## src/rtl/cdb_arbiter_pkg.sv

```systemverilog
// ---------------------------------------------------------------------------
// cdb_arbiter_pkg
// Shared definitions for the common-data-bus arbiter slice:
//   - CDB field widths and the reserved "no tag" value (`None == 0)
//   - the per-cycle action decoded by the arbiter
//   - a round-robin candidate helper
// ---------------------------------------------------------------------------
package cdb_arbiter_pkg;

    localparam int CDB_TAG_W    = 4;
    localparam int CDB_VAL_W    = 32;
    localparam int CDB_ADDR_W   = 32;
    localparam int CDB_RD_W     = 5;

    // A result carrying this tag has no destination; it is accepted from the
    // producer but never broadcast.
    localparam int CDB_TAG_NONE = 0;

    // What the output register does on the next edge.
    typedef enum logic [1:0] {
        CDB_HOLD  = 2'd0,
        CDB_FLUSH = 2'd1,
        CDB_GRANT = 2'd2,
        CDB_IDLE  = 2'd3
    } cdb_action_e;

    // Index visited at step 'offset' of a round-robin search that begins
    // just after the previous winner.
    function automatic int rr_candidate(input int last_grant,
                                        input int offset,
                                        input int nreq);
        return (last_grant + 1 + offset) % nreq;
    endfunction

endpackage

```

## src/rtl/cdb_arbiter_queue.sv

```systemverilog
// ---------------------------------------------------------------------------
// cdb_queue
// DEPTH-entry FIFO holding one pending CDB result {tag, val, addr, rd_idx}
// per entry. DEPTH must be a power of two (>= 2) so the pointers wrap
// naturally.
//
// Ports:
//   clk_in, rst_in        clock, asynchronous active-high reset
//   push, pop, flush      enqueue / dequeue / empty the queue (flush wins)
//   push_tag/val/addr/rd  entry written on push
//   count                 number of valid entries (0..DEPTH)
//   head_tag/val/addr/rd  oldest entry (meaningful only when count > 0)
// ---------------------------------------------------------------------------
module cdb_queue
    import cdb_arbiter_pkg::*;
#(
    parameter int DEPTH = 2,
    parameter int TAG_W = CDB_TAG_W
) (
    input  logic                     clk_in,
    input  logic                     rst_in,
    input  logic                     push,
    input  logic                     pop,
    input  logic                     flush,
    input  logic [TAG_W-1:0]         push_tag,
    input  logic [CDB_VAL_W-1:0]     push_val,
    input  logic [CDB_ADDR_W-1:0]    push_addr,
    input  logic [CDB_RD_W-1:0]      push_rd_idx,
    output logic [$clog2(DEPTH):0]   count,
    output logic [TAG_W-1:0]         head_tag,
    output logic [CDB_VAL_W-1:0]     head_val,
    output logic [CDB_ADDR_W-1:0]    head_addr,
    output logic [CDB_RD_W-1:0]      head_rd_idx
);

    localparam int PTR_W = $clog2(DEPTH);
    localparam int CNT_W = PTR_W + 1;
    localparam logic [CNT_W-1:0] FULL_COUNT = CNT_W'(DEPTH);

    logic [TAG_W-1:0]      mem_tag   [DEPTH];
    logic [CDB_VAL_W-1:0]  mem_val   [DEPTH];
    logic [CDB_ADDR_W-1:0] mem_addr  [DEPTH];
    logic [CDB_RD_W-1:0]   mem_rd    [DEPTH];

    logic [PTR_W-1:0] wr_ptr;
    logic [PTR_W-1:0] rd_ptr;
    logic             do_push;
    logic             do_pop;

    // Guard against overflow/underflow locally so the queue stays coherent
    // even if a caller asserts push when full or pop when empty.
    assign do_push = push && !flush && (count != FULL_COUNT);
    assign do_pop  = pop  && !flush && (count != '0);

    // Pointer and occupancy bookkeeping. A simultaneous push and pop leaves
    // the count unchanged while both pointers advance.
    always_ff @(posedge clk_in or posedge rst_in) begin
        if (rst_in) begin
            wr_ptr <= '0;
            rd_ptr <= '0;
            count  <= '0;
        end else if (flush) begin
            wr_ptr <= '0;
            rd_ptr <= '0;
            count  <= '0;
        end else begin
            if (do_push) begin
                wr_ptr <= wr_ptr + 1'b1;
            end
            if (do_pop) begin
                rd_ptr <= rd_ptr + 1'b1;
            end
            case ({do_push, do_pop})
                2'b10:   count <= count + 1'b1;
                2'b01:   count <= count - 1'b1;
                default: count <= count;
            endcase
        end
    end

    // Entry storage; contents of empty slots are never observed, so no reset.
    always_ff @(posedge clk_in) begin
        if (do_push) begin
            mem_tag[wr_ptr]  <= push_tag;
            mem_val[wr_ptr]  <= push_val;
            mem_addr[wr_ptr] <= push_addr;
            mem_rd[wr_ptr]   <= push_rd_idx;
        end
    end

    assign head_tag    = mem_tag[rd_ptr];
    assign head_val    = mem_val[rd_ptr];
    assign head_addr   = mem_addr[rd_ptr];
    assign head_rd_idx = mem_rd[rd_ptr];

endmodule

```

## src/rtl/cdb_arbiter.sv

```systemverilog
// ---------------------------------------------------------------------------
// cdb_arbiter
// Shares the single common data bus between NREQ result producers. Each
// producer feeds its own cdb_queue; one non-empty queue head is granted per
// cycle in round-robin order and loaded into the registered CDB broadcast.
// A branch mispredict (predict_fail) empties every queue and clears the bus.
//
// Ports:
//   clk_in, rst_in    clock, asynchronous active-high reset
//   rdy_in            global enable; low freezes queues and CDB outputs
//   predict_fail      mispredict flush (acts only while rdy_in is high)
//   req_valid[i]      producer i offers a result
//   req_ready[i]      queue i can accept (independent of a same-cycle pop)
//   req_tag/val/addr/rd_idx   producer result fields, slice i per producer
//   cdb_active        broadcast valid
//   cdb_tag/val/addr/rd_idx   broadcast fields (zero when not active)
// ---------------------------------------------------------------------------
module cdb_arbiter
    import cdb_arbiter_pkg::*;
#(
    parameter int NREQ  = 2,
    parameter int DEPTH = 2,
    parameter int TAG_W = CDB_TAG_W
) (
    input  logic                       clk_in,
    input  logic                       rst_in,
    input  logic                       rdy_in,
    input  logic                       predict_fail,
    input  logic [NREQ-1:0]            req_valid,
    output logic [NREQ-1:0]            req_ready,
    input  logic [NREQ*TAG_W-1:0]      req_tag,
    input  logic [NREQ*CDB_VAL_W-1:0]  req_val,
    input  logic [NREQ*CDB_ADDR_W-1:0] req_addr,
    input  logic [NREQ*CDB_RD_W-1:0]   req_rd_idx,
    output logic                       cdb_active,
    output logic [TAG_W-1:0]           cdb_tag,
    output logic [CDB_VAL_W-1:0]       cdb_val,
    output logic [CDB_ADDR_W-1:0]      cdb_addr,
    output logic [CDB_RD_W-1:0]        cdb_rd_idx
);

    localparam int CNT_W = $clog2(DEPTH) + 1;
    localparam int IDX_W = (NREQ > 1) ? $clog2(NREQ) : 1;
    localparam logic [CNT_W-1:0] FULL_COUNT = CNT_W'(DEPTH);

    logic [NREQ-1:0][CNT_W-1:0]      q_count;
    logic [NREQ-1:0][TAG_W-1:0]      head_tag;
    logic [NREQ-1:0][CDB_VAL_W-1:0]  head_val;
    logic [NREQ-1:0][CDB_ADDR_W-1:0] head_addr;
    logic [NREQ-1:0][CDB_RD_W-1:0]   head_rd_idx;

    logic [NREQ-1:0] push;
    logic [NREQ-1:0] pop;
    logic [NREQ-1:0] eligible;
    logic            flush;

    logic [IDX_W-1:0] last_grant;
    logic [IDX_W-1:0] grant_idx;
    logic             grant_valid;
    cdb_action_e      action;

    // Pushes are already blocked by predict_fail; the flush itself only
    // takes effect while the pipeline is enabled.
    assign flush = rdy_in && predict_fail;

    for (genvar i = 0; i < NREQ; i++) begin : g_req
        // Eligibility uses the count at the start of the cycle, so an entry
        // pushed this cycle can only be granted on a later one.
        assign eligible[i]  = (q_count[i] != '0);
        assign req_ready[i] = rdy_in && !rst_in && (q_count[i] != FULL_COUNT);

        // `None-tagged results complete the handshake but are dropped here.
        assign push[i] = req_valid[i] && req_ready[i] && !predict_fail &&
                         (req_tag[i*TAG_W +: TAG_W] != TAG_W'(CDB_TAG_NONE));
        assign pop[i]  = (action == CDB_GRANT) && (grant_idx == IDX_W'(i));

        cdb_queue #(
            .DEPTH (DEPTH),
            .TAG_W (TAG_W)
        ) u_queue (
            .clk_in      (clk_in),
            .rst_in      (rst_in),
            .push        (push[i]),
            .pop         (pop[i]),
            .flush       (flush),
            .push_tag    (req_tag[i*TAG_W +: TAG_W]),
            .push_val    (req_val[i*CDB_VAL_W +: CDB_VAL_W]),
            .push_addr   (req_addr[i*CDB_ADDR_W +: CDB_ADDR_W]),
            .push_rd_idx (req_rd_idx[i*CDB_RD_W +: CDB_RD_W]),
            .count       (q_count[i]),
            .head_tag    (head_tag[i]),
            .head_val    (head_val[i]),
            .head_addr   (head_addr[i]),
            .head_rd_idx (head_rd_idx[i])
        );
    end

    // Round-robin search starting just after the previous winner; the first
    // eligible queue in that order is granted.
    always_comb begin
        int               cand;
        logic [IDX_W-1:0] cand_idx;
        grant_valid = 1'b0;
        grant_idx   = '0;
        cand        = 0;
        cand_idx    = '0;
        for (int k = 0; k < NREQ; k++) begin
            cand     = rr_candidate(int'(last_grant), k, NREQ);
            cand_idx = IDX_W'(cand);
            if (!grant_valid && eligible[cand_idx]) begin
                grant_valid = 1'b1;
                grant_idx   = cand_idx;
            end
        end
    end

    // Pause outranks flush, which outranks a normal grant.
    always_comb begin
        if (!rdy_in) begin
            action = CDB_HOLD;
        end else if (predict_fail) begin
            action = CDB_FLUSH;
        end else if (grant_valid) begin
            action = CDB_GRANT;
        end else begin
            action = CDB_IDLE;
        end
    end

    // Registered CDB broadcast and round-robin pointer. While paused the
    // outputs simply hold; consumers ignore the bus in that state.
    always_ff @(posedge clk_in or posedge rst_in) begin
        if (rst_in) begin
            cdb_active <= 1'b0;
            cdb_tag    <= '0;
            cdb_val    <= '0;
            cdb_addr   <= '0;
            cdb_rd_idx <= '0;
            last_grant <= '0;
        end else begin
            case (action)
                CDB_GRANT: begin
                    cdb_active <= 1'b1;
                    cdb_tag    <= head_tag[grant_idx];
                    cdb_val    <= head_val[grant_idx];
                    cdb_addr   <= head_addr[grant_idx];
                    cdb_rd_idx <= head_rd_idx[grant_idx];
                    last_grant <= grant_idx;
                end
                CDB_FLUSH: begin
                    cdb_active <= 1'b0;
                    cdb_tag    <= '0;
                    cdb_val    <= '0;
                    cdb_addr   <= '0;
                    cdb_rd_idx <= '0;
                    last_grant <= '0;
                end
                CDB_IDLE: begin
                    cdb_active <= 1'b0;
                    cdb_tag    <= '0;
                    cdb_val    <= '0;
                    cdb_addr   <= '0;
                    cdb_rd_idx <= '0;
                end
                default: begin
                    cdb_active <= cdb_active;
                end
            endcase
        end
    end

endmodule

```

## config.mk

```make
export PLATFORM = sky130hd
export DESIGN_NAME = cdb_arbiter
export DESIGN_NICKNAME = d
export VERILOG_FILES = /design/src/rtl/cdb_arbiter_pkg.sv /design/src/rtl/cdb_arbiter_queue.sv /design/src/rtl/cdb_arbiter.sv
export SDC_FILE = /design/constraint.sdc
export NUM_CORES = 1
export LEC_CHECK = 0
export CAP_MARGIN = 20
export CORE_MARGIN = 1.5
export CORE_UTILIZATION = 53
export CTS_CLUSTER_SIZE = 25
export DETAILED_ROUTE_END_ITERATION = 12
export GPL_TIMING_DRIVEN = 0
export PLACE_DENSITY = 0.82
export SLEW_MARGIN = 20
export SYNTH_ARGS = -nofsm -noshare
export SYNTH_HDL_FRONTEND = slang
export SYNTH_SLANG_ARGS = --single-unit
```

## constraint.sdc

```tcl
create_clock -name clk_in -period 9.45 [get_ports clk_in]
set_input_delay 1.89 -clock clk_in [delete_from_list [all_inputs] [get_ports clk_in]]
set_output_delay 1.89 -clock clk_in [all_outputs]
set_load 0.02 [all_outputs]
```

==> summary.txt <==
Outcome
  • Outcome: finished clean

Drt
  • Vias per cell: between 5 and 6
  • First-pass DRT Iterations: 4
  • DRC: 0
  • Via count: between 8,000 and 9,000
  • Post-DR wirelength/cell: 22.6 um
  • Starting DRT DRC Count: roughly 450
  • DRT Wirelength: approximately 32,000 um
  • Antenna Nets Post-Route: 0

Logic synthesis
  • Post-Syn Area per Cell: 18.5 sq um
  • Post-synthesis cell count: 778
  • Post-Synthesis Net Count: 930
  • Dominant cells by area after synthesis: edfxtp_1 61%, dfrtp_1 14%, mux2i_1 10%
  • Mapped cell area: approximately 14,000 sq um
  • Sequential share of the synthesized area: between 70 and 80%
  • EDFF count, synth: between 200 and 300
  • Share of the synthesized area in the top cell type: 60.8%
  • Warnings from Yosys: 0
  • Synth area leader: edfxtp_1
  • Ys flop type: edfxtp_1
  • Async SR Flop Fraction: 22.1%
  • Register bit total from synthesis: around 380
  • Post-synth cell types: 43

Worst setup path
  • Worst Path Required: about 7.6 ns
  • Reg-to-reg startpoint: g_req[1].u_queue.count[1]$_DFFE_PP0P_
  • Reg-to-reg setup timing slack: 6.65 ns
  • Startpoint Class: input port
  • Critical path endpoint: req_ready[0]
  • Kind of critical path: in -> out
  • R2R depth: 5
  • FF-to-FF End: g_req[1].u_queue.mem_val[0][0]$_DFFE_PP_
  • Critical Path Fanout Max: 58
  • WP data arrival: roughly 4.0 ns
  • Setup crit start: rst_in
  • CP endpoint kind: output pin

CTS
  • Worst-skew pair later-pin latency: 0.52 ns
  • Post-cts sizing count: 0
  • CTS root buffer: clkbuf_16
  • TritonCTS buffer count: 39
  • Clock sink count: around 380
  • Clock transition at path regs: roughly 0.06 ns
  • Post-CTS Hold Fix Bufs: 0
  • CTS tree: yes
  • H-tree depth: 2
  • Postcts setup bufs: 0
  • Longest Clk Path Bufs: 3

GRT
  • Initial antenna violation count: 0
  • Grt ovf: 0
  • First-pass GRT wire length: about 50,000 um
  • Gr usage total: 23.1%
  • Largest net degree at the start of global routing: roughly 60
  • Vias in the first global route: 8,652

Timing
  • Final Hold Vio Count: 0
  • Fmax: around 170 MHz
  • Clock Skews: 0.00969 ns
  • Fin worst setup slack: around 3.6 ns
  • Hold slack: 0.488 ns
  • Rel. slew slack: approximately half
  • Endpoints failing setup: 0
  • Minimum clock period: about 6 ns
  • Final Slew Violations: 0
  • Fraction of the cycle the final worst path needs: a little over 60%
  • RSZ-0062 raised after global routing: false
  • Least-Margin Pin Slew: ~0.77 ns

Cells and area
  • Layout Cells excl Fill: between 1,000 and 1,500
  • Fillers: 1,700
  • Nets@finish: 1,213
  • Diodes inserted: 0
  • Most frequent cells in the layout: 292 x edfxtp_1, 227 x clkdlybuf4s50_1, 147 x mux2i_1
  • Layout cell share with drive strength beyond 1: about 17%
  • Most common cell after layout, fill and taps aside: edfxtp_1
  • Synth-to-layout area growth: 28.9%

Placed design
  • Place WS: about 3.5 ns
  • GPL Wtd Cong: roughly 0.78
  • Port bufs: between 200 and 250
  • Post-DP HPWL: approximately 21,000 um
  • Placed cells: 1,361

Die
  • Die height: about 170 um
  • Core Rows: 60
  • Initial Util: 53.8%
  • # IOs: about 230
  • Core ar.: about 27,000 sq um
  • Die area: between 20,000 and 30,000 sq um
  • Die W: 168 um

Pwr
  • VDD IR max: roughly 170 uV
  • P_leak: roughly 6.5 nW
  • Pwr Density: 219 nW/um^2

Hold path
  • Hold path depth: 1
  • Worst Hold Class: reg -> reg

Flow run
  • Max-cap check violation count: 0
## per-stage QoR
| step | power, mW | cell area [sq um] | util [%] | setup TNS [ns] |
|---|---|---|---|---|
| floorplan | 2.34 | 14400 | - | 0 |
| global placement | 2.59 | 17100 | 63.9 | -284.99 |
| detailed placement | 2.61 | 17300 | 64.7 | 0 |
| CTS | 4.09 | 18600 | 69.3 | 0 |
| global route | 4.20 | 18600 | 69.3 | 0 |
| finish | 4.06 | 18600 | 69.3 | 0 |
## state kept, by name, summed over array words and instances (netlist names)
register and flops:
cdb_active 1, g_req.u_queue.rd_ptr 2, g_req.u_queue.mem_val 128, g_req.u_queue.mem_rd 20
g_req.u_queue.count 4, cdb_val 32, cdb_rd_idx 5, cdb_tag 4
g_req.u_queue.mem_tag 16, cdb_addr 32, g_req.u_queue.mem_addr 128, last_grant 1
g_req.u_queue.wr_ptr 2
## Yosys cell counts (4+ instances only)
cell,n
a21oi_1,4
buf_2,25
buf_4,7
clkbuf_1,13
dfrtp_1,83
edfxtp_1,292
inv_1,7
mux2_2,73
mux2i_1,147
nand2_1,4
nor2_1,7
o21ai_0,7
o2bb2ai_1,74
## worst min path at each step
stage	startpoint	to	slack, ns
floorplan	g_req[0].u_queue.wr_ptr$_DFFE_PP0P_	g_req[0].u_queue.wr_ptr$_DFFE_PP0P_	0.52
global placement	cdb_val[19]$_DFFE_PP0P_	cdb_val[19]$_DFFE_PP0P_	0.47
detailed placement	cdb_addr[14]$_DFFE_PP0P_	cdb_addr[14]$_DFFE_PP0P_	0.47
CTS	cdb_addr[23]$_DFFE_PP0P_	cdb_addr[23]$_DFFE_PP0P_	0.49
global route	cdb_val[3]$_DFFE_PP0P_	cdb_val[3]$_DFFE_PP0P_	0.51
finish	cdb_val[18]$_DFFE_PP0P_	cdb_val[18]$_DFFE_PP0P_	0.49
## area by class of cell
cell class | count | area, sq um | share of cell area, %
sequential | 375 | 10800 | 58.4
multi-input combinational | 350 | 3320 | 17.9
clock buffer | 59 | 1160 | 6.26
tap | 341 | 427 | 2.30
buffer | 46 | 238 | 1.28
inverter | 7 | 36.3 | 0.195
clock inverter | 12 | 82.6 | 0.444
timing repair buffer | 242 | 2470 | 13.3
## power breakdown
| part | internal, mW | switching, mW | total [mW] |
|---|---|---|---|
| clock network | 0.877 | 0.600 | 1.48 |
| registers | 1.84 | 0.0332 | 1.87 |
| logic | 0.357 | 0.352 | 0.709 |
| total | 3.08 | 0.985 | 4.06 |
## cells by family (layout without fill, tap and decap cells)
family	Yosys count	count (layout)	share of synthesized area, %
mux	220	220	15.9
buf+inv	53	366	1.83
compound gates	98	98	5.64
simple gates	31	31	1.36
xor+xnor	1	1	0.0607
flops	375	375	75.2
## worst max-delay path: stages
cell             delay (ns)
clkdlybuf4s50_1        0.55
inv_6                  0.31
buf_16                 0.35
nand2_1                0.13
nor2_1                 0.11
clkdlybuf4s50_1        0.64
## layer usage
metal | up-vias | global-route usage (%) | share of wire, %
met5 | - | 0 | 0
met4 | 0 | 7.01 | 2.3
met3 | 51 | 5.50 | 6.3
met2 | 270 | 39.4 | 50
met1 | 4118 | 29.5 | 41
li1 | 3645 | - | -
Note: power is estimated with default switching activity, not from simulation.
